File: src/rtl/aq_mmu_tlb_sram_ctrl.sv
// Single-port TLB SRAM access controller: arbitrates invalidate-all sweep,
// refill writes and lookup reads onto one 64x88 bank with active-low controls.
module aq_mmu_tlb_sram_ctrl #(
  parameter int ADDR_WIDTH = 6,
  parameter int DATA_WIDTH = 88,
  parameter int DEPTH      = 64,
  parameter int VLD_BIT    = 87
) (
  input  logic                  forever_cpuclk,
  input  logic                  cpurst_b,
  input  logic                  lkp_req,
  input  logic [ADDR_WIDTH-1:0] lkp_idx,
  output logic                  lkp_gnt,
  output logic                  lkp_rd_vld,
  output logic [DATA_WIDTH-1:0] lkp_rd_data,
  input  logic                  rfl_req,
  input  logic [ADDR_WIDTH-1:0] rfl_idx,
  input  logic [DATA_WIDTH-1:0] rfl_data,
  output logic                  rfl_gnt,
  input  logic                  inv_req,
  output logic                  inv_busy,
  output logic                  inv_done,
  output logic [ADDR_WIDTH-1:0] sram_a,
  output logic                  sram_cen,
  output logic                  sram_gwen,
  output logic [DATA_WIDTH-1:0] sram_wen,
  output logic [DATA_WIDTH-1:0] sram_d,
  input  logic [DATA_WIDTH-1:0] sram_q
);

  typedef enum logic [0:0] {
    ST_IDLE  = 1'b0,
    ST_SWEEP = 1'b1
  } state_t;

  // Sweep writes touch only the valid flag; every other bit is masked off.
  localparam logic [DATA_WIDTH-1:0] VLD_MASK = {{(DATA_WIDTH-1){1'b0}}, 1'b1} << VLD_BIT;
  localparam logic [ADDR_WIDTH-1:0] LAST_IDX = ADDR_WIDTH'(DEPTH - 1);

  state_t                  r_state;
  state_t                  w_state_nxt;
  logic [ADDR_WIDTH-1:0]   r_inv_cnt;
  logic                    r_lkp_rd_vld;
  logic                    r_inv_done;
  logic                    w_cnt_last;

  assign w_cnt_last = (r_inv_cnt == LAST_IDX);

  always_ff @(posedge forever_cpuclk or negedge cpurst_b) begin
    if (!cpurst_b) begin
      r_state <= ST_IDLE;
    end else begin
      r_state <= w_state_nxt;
    end
  end

  always_comb begin
    w_state_nxt = r_state;
    case (r_state)
      ST_IDLE:  if (inv_req)    w_state_nxt = ST_SWEEP;
      ST_SWEEP: if (w_cnt_last) w_state_nxt = ST_IDLE;
      default:                  w_state_nxt = ST_IDLE;
    endcase
  end

  // Grants and SRAM controls are combinational so a granted access hits the
  // SRAM in the same cycle; the inv_req cycle deliberately grants nothing.
  always_comb begin
    lkp_gnt   = 1'b0;
    rfl_gnt   = 1'b0;
    sram_cen  = 1'b1;
    sram_gwen = 1'b1;
    sram_wen  = '1;
    sram_a    = '0;
    sram_d    = '0;
    case (r_state)
      ST_SWEEP: begin
        sram_cen  = 1'b0;
        sram_gwen = 1'b0;
        sram_wen  = ~VLD_MASK;
        sram_a    = r_inv_cnt;
      end
      default: begin
        if (!inv_req) begin
          if (rfl_req) begin
            rfl_gnt   = 1'b1;
            sram_cen  = 1'b0;
            sram_gwen = 1'b0;
            sram_wen  = '0;
            sram_a    = rfl_idx;
            sram_d    = rfl_data;
          end else if (lkp_req) begin
            lkp_gnt   = 1'b1;
            sram_cen  = 1'b0;
            sram_a    = lkp_idx;
          end
        end
      end
    endcase
  end

  always_ff @(posedge forever_cpuclk or negedge cpurst_b) begin
    if (!cpurst_b) begin
      r_inv_cnt    <= '0;
      r_lkp_rd_vld <= 1'b0;
      r_inv_done   <= 1'b0;
    end else begin
      r_inv_cnt    <= (r_state == ST_SWEEP) ? r_inv_cnt + 1'b1 : '0;
      r_lkp_rd_vld <= lkp_gnt;
      r_inv_done   <= (r_state == ST_SWEEP) && w_cnt_last;
    end
  end

  assign inv_busy    = (r_state == ST_SWEEP);
  assign inv_done    = r_inv_done;
  assign lkp_rd_vld  = r_lkp_rd_vld;
  assign lkp_rd_data = sram_q;

endmodule

File: config.mk
export PLATFORM = sky130hd
export DESIGN_NAME = aq_mmu_tlb_sram_ctrl
export DESIGN_NICKNAME = d
export VERILOG_FILES = /design/src/rtl/aq_mmu_tlb_sram_ctrl.sv
export SDC_FILE = /design/constraint.sdc
export NUM_CORES = 1
export LEC_CHECK = 0
export BUFFER_PORTS_ARGS = -buffer_cell sky130_fd_sc_hd__buf_2
export CORE_AREA = 2 2 181 183
export DETAILED_ROUTE_END_ITERATION = 16
export DIE_AREA = 0 0 183 185
export GPL_ROUTABILITY_DRIVEN = 0
export PLACE_DENSITY = 0.37
export SLEW_MARGIN = 20
export SYNTH_ARGS = -nofsm -noshare
export SYNTH_HDL_FRONTEND = slang
export SYNTH_SLANG_ARGS = --single-unit
File: constraint.sdc
create_clock -name forever_cpuclk -period 3.02 [get_ports forever_cpuclk]
set_input_delay 0.151 -clock forever_cpuclk [delete_from_list [all_inputs] [get_ports forever_cpuclk]]
set_output_delay 0.151 -clock forever_cpuclk [all_outputs]
set_load 0.005 [all_outputs]
==> results of run 1 <==
[cell usage after synthesis]
cell type	n
buf_4	175
and3_1	88
clkbuf_1	15
nand2_1	13
dfrtp_1	9
a32oi_1	5
and2_1	5
clkbuf_2	4
nor2_1	3
buf_2	2
inv_1	2
nand3_1	2
o21ai_0	2
xnor2_1	2
a21boi_0	1
a21oi_1	1
a22o_1	1
buf_6	1
ha_1	1
nand3_2	1
nor2_4	1
nor2b_1	1
nor4b_4	1
or4b_1	1
xor2_1	1
[per-layer routing]
metal  up-vias  share of wire [%]  track usage [%]
met5         -                  0                0
met4         0                4.9             3.42
met3        33                 13             2.03
met2       258                 45             8.61
met1      1063                 37             5.42
li1       1146                  -                -
[timing repair]
action / in CTS / in global routing
hold endpoints to repair: 9 / 0
resized for setup: 0 / 0
hold buffers: 1 / 0
[cells by family (layout without fill, tap and decap cells)]
kind of cell / count (synthesis) / in the layout
buf+inv: 199 / 304
simple gates: 116 / 116
compound gates: 10 / 10
flops: 9 / 9
xor+xnor: 3 / 3
fa+ha+maj: 1 / 1
other cells: 0 / 1
[flip-flops by register name (all words and copies together) (netlist names)]
name	flops
r_inv_cnt	6
inv_done	1
inv_busy	1
lkp_rd_vld	1
[area by class of cell]
type | count | area, um2 | area share, %
diodes | 1 | 2.50 | 0.0792
clock buffers | 3 | 75.1 | 2.38
clock inverters | 1 | 5.00 | 0.158
inverters | 2 | 7.51 | 0.238
multi-input cells | 130 | 827 | 26.2
flip-flops and latches | 9 | 225 | 7.13
well taps | 408 | 510 | 16.2
repair buffers | 298 | 1510 | 47.7
[stage by stage]
| stage | area (um2) | util, % | hold slack [ns] |
|---|---|---|---|
| 2_1_floorplan | 2470 | - | -0.145 |
| 3_3_place_gp | 3070 | 9.57 | 0.0537 |
| 3_5_place_dp | 3070 | 9.57 | 0.0553 |
| 4_1_cts | 3160 | 9.85 | 0.269 |
| 5_1_grt | 3160 | 9.85 | 0.275 |
| 6_report | 3160 | 9.86 | 0.241 |
[worst max-delay path by stage]
stage	start	endpoint	slack [ns]	cells past startpoint
5_1_grt	inv_busy$_DFF_PN0_	sram_wen[56]	0.58	4
2_1_floorplan	inv_busy$_DFF_PN0_	sram_wen[10]	0.42	5
6_report	inv_busy$_DFF_PN0_	sram_wen[57]	0.80	4
3_5_place_dp	rfl_req	sram_wen[57]	0.98	4
4_1_cts	inv_busy$_DFF_PN0_	sram_wen[57]	0.75	4
3_3_place_gp	rfl_req	sram_wen[63]	1.06	4
[cell usage in the layout, fill, tap and decap left out, drive strengths merged]
master,instances
buf,297
and3,88
nand2,13
dfrtp,9
a32oi,5
and2,5
nor2,4
clkbuf,3
nand3,3
o21ai,2
xnor2,2
inv,2
diode,1
nor4b,1
a22o,1
xor2,1
nor2b,1
or4b,1
a21oi,1
a21boi,1
ha,1
clkinv,1
dlygate4sd3,1
[worst reg2reg max path, cell delays in order (launching register included)]
cell and delay, ns:
dfrtp_1 0.45, nor2_4 0.37, buf_4 0.40, nor2_1 0.17
[report_power, final]
part / switching (mW) / internal (mW) / leakage [nW]
clock: 0.0756 / 0.176 / 0.0409
combinational: 0.183 / 0.200 / 1.84
sequential: 0.0520 / 0.166 / 0.108
==> impl_metrics.env, run 1 <==
export IMPL_finalNetCount=638
export IMPL_netlist_area_um2=2470
export IMPL_path_class="reg -> out"
export IMPL_grt_first_pass_wirelength_mm=12.7
export IMPL_synth_area_leader_cell="buf_4"
export IMPL_clock_root_buffer="clkbuf_16"
export IMPL_ff2ff_setup_slack_ns=1.49
export IMPL_num_vias=2500
export IMPL_drv_cap=0
export IMPL_muxShareOfSynthArea_pct=0
export IMPL_grt_total_usage_pct=5.16
export IMPL_post_dp_hpwl_mm=8.26
export IMPL_wl_mm=9.95
export IMPL_synth_top_family_by_area="buffers and inverters"
export IMPL_cts_buffers=3
export IMPL_leakage_nw=1.99
export IMPL_num_rows=66
export IMPL_finalSetupViolations=0
export IMPL_wl_per_cell_um=11.7
export IMPL_worstPathArrival_ns=2.06
export IMPL_yosys_top_cells_area="buf_4, and3_1, dfrtp_1"
export IMPL_synth_simple_area_share_pct=28.9
export IMPL_grt_overflow=0
export IMPL_clk_latency_ns=0.25
export IMPL_die_w_um=183
export IMPL_slew_viol_final=0
export IMPL_period_minus_slack_ns=2.22
export IMPL_h_tree_depth=1
export IMPL_power_density_nw_per_um2=270
export IMPL_worstReg2RegStart="inv_busy$_DFF_PN0_"
export IMPL_cts_tree="built"
export IMPL_dpl_cell_count=846
export IMPL_pre_cts_ws_ns=0.983
export IMPL_setup_tns_final_ns=0
export IMPL_syn_area_per_cell_um2=7.31
export IMPL_max_stage_delay_ns=0.67
export IMPL_synthesis_nets=532
export IMPL_cts_reportedPaths_clkPinSlew_ns=0.05
export IMPL_synth_seq_cells=9
export IMPL_ys_warn_count=0
export IMPL_die_area_um2=33900
export IMPL_cpLargestDelayFamily="buffers and inverters"
export IMPL_drive_above_1_share_pct=68.8
export IMPL_hp_class="in -> reg"
export IMPL_ir_drop_mv=0.185
export IMPL_yosysSeqAreaShare_pct=9.11
export IMPL_outcome="finished, final reports clean"
export IMPL_antenna_found_initial=0
export IMPL_rsz0062_at_grt="no"
export IMPL_min_path_cells=2
export IMPL_cts_max_path_buffers=2
export IMPL_fin_ws_ns=0.805
export IMPL_holdPathEnd="lkp_rd_vld$_DFF_PN0_"
export IMPL_p_total_mw=0.852
export IMPL_grt_max_degree=88
export IMPL_io_pins=470
export IMPL_synth_cells=338
export IMPL_via_per_inst=2.93
export IMPL_postCtsSetupBuffers=0
export IMPL_synthXorXnorAreaFrac_pct=1.06
export IMPL_synth_compound_area_share_pct=3.04
export IMPL_hold_violations=0
export IMPL_clkSinkCount=9
export IMPL_crit_path_cell_trace="nor2_4, and2_1, inv_2, buf_2"
export IMPL_die_y_um=185
export IMPL_route_detailed_drc=0
export IMPL_postRouteAntennaNets=0
export IMPL_timing_slew_headroom_pct=36.5
export IMPL_hold_start="inv_req"
export IMPL_grt_pass1_vias=2053
export IMPL_fin_crit_sh_pct=73.4
export IMPL_final_cell_count_no_fill=852
export IMPL_port_buffers=293
export IMPL_initial_core_util_pct=7.71
export IMPL_rr_worst_depth=3
export IMPL_dr_pass1_iters=4
export IMPL_worst_pin_slew_ns=0.953
export IMPL_path_buf_inv=2
export IMPL_ys_types=25
export IMPL_first_iter_violations=44
export IMPL_reg2reg_to="inv_busy$_DFF_PN0_"
export IMPL_max_freq_ghz=0.451
export IMPL_synth_top_area_share_pct=53.2
export IMPL_cp_max_fo=87
export IMPL_fin_skew_ns=0.00275
export IMPL_areaGrowthSynthToFinish_pct=27.8
export IMPL_cp_required_ns=2.87
export IMPL_core_area_um2=32000
export IMPL_worst_setup_path_start_kind="flop"
export IMPL_synth_adder_area_share_pct=0.506
export IMPL_end_kind="output port"
export IMPL_slowest_stage="inv_2"
export IMPL_nFillCells=3771
(Power assumes the default switching activity.)
==> run 2: changes to the inputs <==
ABC_AREA = 1   (was unset)
CORE_AREA = 2 2 184 186   (was 2 2 181 183)
DIE_AREA = 0 0 186 188   (was 0 0 183 185)
clock period = 2.3 ns   (was 3.02 ns; I/O delays follow)
==> run 2 against run 1 <==
Net effect:
- count of clock-buffer cells in the layout rose by 1
- clock power increased by 21%
- clock skew is 0.0012 ns higher
- combinational power down 63%
- final cell count up 18%
- worst setup slack got worse by 0.53 ns
- sequential power decreased by 27%
- critical path depth rose by 1
- routed wire length fell by 10%
- flip-flop and latch count is the same
- register-to-register slack got worse by 0.51 ns
- critical path type unchanged
- highest routed layer is now met5
==> impl_metrics.env, run 2 <==
export IMPL_worstReg2RegStart="inv_busy$_DFF_PN0_"
export IMPL_crit_end="sram_d[50]"
export IMPL_top_register="r_inv_cnt"
export IMPL_cts_buffers=3
export IMPL_cp_required_ns=2.18
export IMPL_whs_ns=0.180
export IMPL_netlist_area_um2=2650
export IMPL_wl_met2_mm=3.50
export IMPL_synth_top_area_share_pct=49.9
export IMPL_ff2ff_setup_slack_ns=0.98
export IMPL_ff_latch_area_um2=225
export IMPL_postCtsSetupBuffers=0
export IMPL_grt_max_degree=92
export IMPL_grt_total_usage_pct=4.35
export IMPL_path_class="reg -> out"
export IMPL_hp_class="in -> reg"
export IMPL_wl_met3_mm=1.60
export IMPL_p_sw_mw=0.141
export IMPL_cts_reportedPaths_clkPinSlew_ns=0.04
export IMPL_power_density_nw_per_um2=176
export IMPL_synthesis_nets=628
export IMPL_rr_worst_depth=3
export IMPL_yosysSeqAreaShare_pct=8.51
export IMPL_p_clk_share_pct=50.2
export IMPL_ys_flop_type="dfrtp_1"
export IMPL_num_vias=2599
export IMPL_nFillCells=3897
export IMPL_end_kind="output port"
export IMPL_layout_common_cells="buf_2, inv_1, nor2_1, nand2_1, nor2_4"
export IMPL_post_dp_hpwl_mm=7.79
export IMPL_areaGrowthSynthToFinish_pct=30.1
export IMPL_finalNetCount=749
export IMPL_cp_max_fo=41
export IMPL_worst_setup_path_start_kind="flop"
export IMPL_core_area_um2=33100
export IMPL_ir_drop_mv=0.160
export IMPL_clkSinkCount=9
export IMPL_drt_met1_wl_mm=3.75
export IMPL_crit_path_start="inv_busy$_DFF_PN0_"
export IMPL_port_buffers=293
export IMPL_pwr_share_seq_pct=26.2
export IMPL_leakage_nw=2.21
export IMPL_die_area_um2=35000
export IMPL_p_int_mw=0.466
export IMPL_postRouteAntennaNets=0
export IMPL_wl_per_cell_um=8.94
export IMPL_fin_crit_sh_pct=87.9
export IMPL_hold_violations=0
export IMPL_wl_mm=8.95
export IMPL_via_per_inst=2.59
export IMPL_worstPathArrival_ns=1.91
export IMPL_io_pins=470
export IMPL_grt_pass1_vias=2069
export IMPL_dr_pass1_iters=4
export IMPL_initial_core_util_pct=8.00
export IMPL_switching_share_pct=23.2
export IMPL_cts_max_path_buffers=2
export IMPL_synth_area_leader_cell="buf_4"
export IMPL_p_total_mw=0.607
export IMPL_finish_utilization_pct=10.4
export IMPL_crit_path_cell_trace="nor2_8, inv_4, buf_4, nor2_1, buf_2"
export IMPL_h_tree_depth=1
export IMPL_synth_cells=434
export IMPL_ys_types=18
export IMPL_max_stage_delay_ns=0.64
export IMPL_grt_overflow=0
export IMPL_synth_seq_cells=9
export IMPL_outcome="finished, final reports clean"
export IMPL_drive_above_1_share_pct=57.6
export IMPL_slowest_stage="dfrtp_1"
export IMPL_timing_slew_headroom_pct=67.5
export IMPL_fin_skew_ns=0.00395
export IMPL_antenna_found_initial=0
export IMPL_period_minus_slack_ns=2.02
export IMPL_ys_warn_count=0
export IMPL_netlist_top_cells_count="buf_4, inv_1, nor2_1"
export IMPL_max_freq_ghz=0.495
export IMPL_largest_register_ffs=6
export IMPL_die_y_um=188
export IMPL_drv_cap=0
export IMPL_clock_root_buffer="clkbuf_16"
export IMPL_top_layer="met5"
export IMPL_die_w_um=186
export IMPL_yosys_top_cells_area="buf_4, inv_1, nor2_1"
export IMPL_multiInputGateArea_um2=671
export IMPL_first_iter_violations=66
export IMPL_layout_commonest_cell="buf_2"
export IMPL_yosysMostFrequentCell="buf_4"
export IMPL_finalSetupViolations=0
export IMPL_diodes=0
export IMPL_num_rows=67
export IMPL_cts_tree="built"
export IMPL_combinationalPowerShare_pct=23.6
export IMPL_worst_pin_slew_ns=0.487
export IMPL_syn_area_per_cell_um2=6.10
export IMPL_async_reset_ff_share_pct=100
export IMPL_grt_first_pass_wirelength_mm=11.7
export IMPL_reg2reg_to="inv_busy$_DFF_PN0_"
export IMPL_synth_edf_count=0
export IMPL_setup_tns_final_ns=0
export IMPL_rsz0062_at_grt="no"
export IMPL_slew_viol_final=0
export IMPL_route_detailed_drc=0
export IMPL_clk_latency_ns=0.23
run 2: cell types whose count changed after synthesis, moves of 2 or more:
cell	delta
xnor2_1	-2
and3_1	-88
inv_2	+3
nand3_1	+7
nor2_4	+10
nor2_1	+79
a21oi_1	+3
buf_2	+5
a32oi_1	-5
clkbuf_2	-4
inv_1	+92
nand2_1	+17
and2_1	-5
clkbuf_1	-15
run 2: cell families (layout without fill, tap and decap cells):
family,Yosys count,after routing,share of synthesized area (%)
buffers and inverters,282,402,66.2
and+or+nand+nor,135,135,23.4
DFF,9,9,8.51
AOI/OAI and AO/OA,7,7,1.42
adders and majority gates,1,1,0.473
run 2: worst max-delay path, delay by kind of cell (launching register included):
kind / cells / cell delay [ns]
buffers and inverters: 3 / 0.82
DFF: 1 / 0.64
and+or+nand+nor: 2 / 0.19
run 2: what timing repair did:
action,CTS,global route
hold buffers,1,0
hold endpoints to repair,9,0
resized for setup,0,0
run 2: power by group through the flow:
stage,clock network (mW),registers [mW],logic (mW)
floorplan,0,0.161,0.163
global placement,0,0.161,0.144
detailed placement,0,0.161,0.143
CTS,0.311,0.159,0.145
global route,0.319,0.159,0.164
finish,0.305,0.159,0.143
run 2: worst min path at each step:
stage	slack, ns	to	startpoint	depth (start not counted)
floorplan	-0.18	inv_busy$_DFF_PN0_	cpurst_b	0
global placement	-0.001	inv_done$_DFF_PN0_	cpurst_b	1
detailed placement	0.001	lkp_rd_vld$_DFF_PN0_	cpurst_b	1
CTS	0.19	inv_busy$_DFF_PN0_	inv_req	3
global route	0.23	lkp_rd_vld$_DFF_PN0_	lkp_req	3
finish	0.18	inv_busy$_DFF_PN0_	inv_req	3
run 2: per-layer routing:
layer	up-vias	global-route usage, %
met2	258	6.12
met1	1055	5.27
met3	4	3.22
met4	2	0.515
li1	1280	-
met5	-	2.00
run 2: metrics by stage:
step | setup WS (ns) | instances | instance area, um2
3_5_place_dp | 0.476 | 997 | 3350
4_1_cts | 0.222 | 1002 | 3440
6_report | 0.279 | 1002 | 3440
2_1_floorplan | 0.415 | 434 | 2650
5_1_grt | 0.117 | 1002 | 3440
3_3_place_gp | 0.562 | 997 | 3350
run 2: area by class of cell:
| class | instances | share of cell area (%) |
|---|---|---|
| clock buffers | 4 | 2.29 |
| inverters | 97 | 10.6 |
| multi-input cells | 143 | 19.5 |
| flip-flops and latches | 9 | 6.54 |
| well taps | 448 | 16.3 |
| repair buffers | 301 | 44.8 |
==> run 3: changes to the inputs <==
BUFFER_PORTS_ARGS = -buffer_cell sky130_fd_sc_hd__clkbuf_2   (was -buffer_cell sky130_fd_sc_hd__buf_2)
CTS_CLUSTER_DIAMETER = 60   (was unset)
SLEW_MARGIN = 10   (was 20)
==> run 3 against run 2 <==
Net effect:
- clock skew is 0.0031 ns lower
- flip-flop and latch count unchanged
- fmax up 9.8%
- worst setup slack better by 0.18 ns
- die area is the same
- clock power about the same
- non-clock buffer count increased by 1
- first-iteration DRC count is 17% higher
- global-route usage decreased by 0.089 points
- highest routed layer unchanged
==> impl_metrics.env, run 3 (synthesis gave the netlist of run 2 again) <==
export IMPL_outcome="finished, final reports clean"
export IMPL_rsz0062_at_grt="no"
export IMPL_die_y_um=188
export IMPL_route_detailed_drc=0
export IMPL_grt_overflow=0
export IMPL_ff2ff_setup_slack_ns=1.04
export IMPL_timing_slew_headroom_pct=69.2
export IMPL_fin_skew_ns=0.000882
export IMPL_grt_first_pass_wirelength_mm=11.4
export IMPL_setup_tns_final_ns=0
export IMPL_via_per_inst=2.57
export IMPL_holdPathEnd="inv_busy$_DFF_PN0_"
export IMPL_largest_register_ffs=6
export IMPL_p_int_mw=0.466
export IMPL_hp_class="in -> reg"
export IMPL_io_pins=470
export IMPL_postCtsSetupBuffers=0
export IMPL_layout_commonest_cell="clkbuf_2"
export IMPL_clock_root_buffer="clkbuf_16"
export IMPL_final_cell_count_no_fill=1003
export IMPL_h_tree_depth=1
export IMPL_wl_mm=8.73
export IMPL_num_rows=67
export IMPL_dr_pass1_iters=4
export IMPL_grt_util_met1_pct=5.24
export IMPL_period_minus_slack_ns=1.84
export IMPL_areaGrowthSynthToFinish_pct=30.9
export IMPL_use_met3_pct=3.22
export IMPL_max_stage_delay_ns=0.62
export IMPL_clk_latency_ns=0.23
export IMPL_diodes=0
export IMPL_layout_common_cells="clkbuf_2, inv_1, nor2_1, nand2_1, nor2_4"
export IMPL_ir_drop_mv=0.193
export IMPL_pwr_share_seq_pct=26.5
export IMPL_finalNetCount=750
export IMPL_cp_required_ns=2.18
export IMPL_p_clk_share_pct=50.3
export IMPL_core_area_um2=33100
export IMPL_nFillCells=3894
export IMPL_postRouteAntennaNets=0
export IMPL_pre_cts_ws_ns=0.650
export IMPL_use_met2_pct=5.79
export IMPL_busiest_layer="met2"
export IMPL_die_w_um=186
export IMPL_cts_resized=0
export IMPL_worst_setup_path_start_kind="flop"
export IMPL_cpLargestDelayFamily="buffers and inverters"
export IMPL_rr_worst_depth=3
export IMPL_cts_buffers=3
export IMPL_finalSetupViolations=0
export IMPL_cts_max_path_buffers=2
export IMPL_reg2reg_to="inv_busy$_DFF_PN0_"
export IMPL_die_area_um2=35000
export IMPL_min_path_cells=3
export IMPL_ff_latch_area_um2=225
export IMPL_holdBufCountCts=1
export IMPL_initial_core_util_pct=8.00
export IMPL_multiInputGateArea_um2=671
export IMPL_path_buf_inv=3
export IMPL_p_sw_mw=0.134
export IMPL_wl_per_cell_um=8.70
export IMPL_port_buffers=293
export IMPL_hold_start="inv_req"
export IMPL_cts_reportedPaths_clkPinSlew_ns=0.04
export IMPL_end_kind="output port"
export IMPL_fin_ws_ns=0.459
export IMPL_switching_share_pct=22.4
export IMPL_slew_viol_final=0
export IMPL_antenna_found_initial=0
export IMPL_post_dp_hpwl_mm=7.79
export IMPL_drive_above_1_share_pct=57.7
export IMPL_first_iter_violations=77
export IMPL_drv_cap=0
export IMPL_combinationalPowerShare_pct=23.2
export IMPL_top_register="r_inv_cnt"
export IMPL_hold_violations=0
export IMPL_path_class="reg -> out"
export IMPL_grt_pass1_vias=2022
export IMPL_grt_total_usage_pct=4.26
export IMPL_leakage_nw=2.28
export IMPL_power_density_nw_per_um2=173
export IMPL_worstReg2RegStart="inv_busy$_DFF_PN0_"
export IMPL_cts_tree="built"
export IMPL_num_vias=2581
export IMPL_clkSinkCount=9
export IMPL_grt_max_degree=51
export IMPL_worst_pin_slew_ns=0.462
export IMPL_fin_crit_sh_pct=80.0
export IMPL_max_freq_ghz=0.543
export IMPL_slowest_stage="dfrtp_1"
export IMPL_crit_path_cell_trace="nor2_8, inv_6, buf_4, nor2_1, clkbuf_2"
export IMPL_cp_max_fo=37
export IMPL_dpl_cell_count=998
export IMPL_worstPathArrival_ns=1.73
[run 3: cell count changes in the layout (fill, tap and decap cells not counted)]
cell	change
buf_12	+1
buf_2	-293
clkbuf_2	+293
inv_4	-1
inv_6	+1
[run 3: worst max path at each step]
stage | cells after the start | endpoint | start
finish | 5 | sram_d[34] | inv_busy$_DFF_PN0_
floorplan | 4 | sram_wen[10] | inv_busy$_DFF_PN0_
global route | 5 | sram_d[85] | inv_busy$_DFF_PN0_
global placement | 5 | sram_d[57] | inv_busy$_DFF_PN0_
CTS | 5 | sram_d[57] | inv_busy$_DFF_PN0_
detailed placement | 5 | sram_d[57] | inv_busy$_DFF_PN0_
[run 3: area by class of cell]
class	count	area share, %
flip-flops and latches	9	6.50
inverters	97	10.6
multi-input cells	143	19.4
repair buffers	302	45.1
well taps	448	16.2
clock buffers	4	2.27
[run 3: routing by layer]
layer / part of all wire (%) / vias up / routed length [um]
li1: - / 1281 / -
met1: 41 / 1035 / 3580
met2: 39 / 257 / 3400
met3: 19 / 6 / 1640
met4: 0.22 / 2 / 19
met5: 1.1 / - / 92
[run 3: stage by stage]
step	area, um2	power [mW]	hold WS [ns]	util [%]
2_1_floorplan	2650	0.324	-0.181	-
3_3_place_gp	3380	0.301	0.00478	10.2
3_5_place_dp	3380	0.301	0.00172	10.2
4_1_cts	3470	0.609	0.168	10.5
5_1_grt	3470	0.632	0.206	10.5
6_report	3470	0.601	0.171	10.5
[run 3: worst register-to-register path: cells and delay by family, from the launching register on]
kind / cells / cell delay [ns]
simple gates: 2 / 0.44
compound gates: 1 / 0.07
flops: 1 / 0.62
[run 3: power groups by stage]
stage                     clock [mW]  combinational [mW]  sequential [mW]
after floorplan                    0               0.163            0.161
after global placement             0               0.140            0.161
after CTS                      0.308               0.142            0.159
final                          0.302               0.139            0.159
after detailed placement           0               0.140            0.161
after global routing           0.313               0.160            0.159
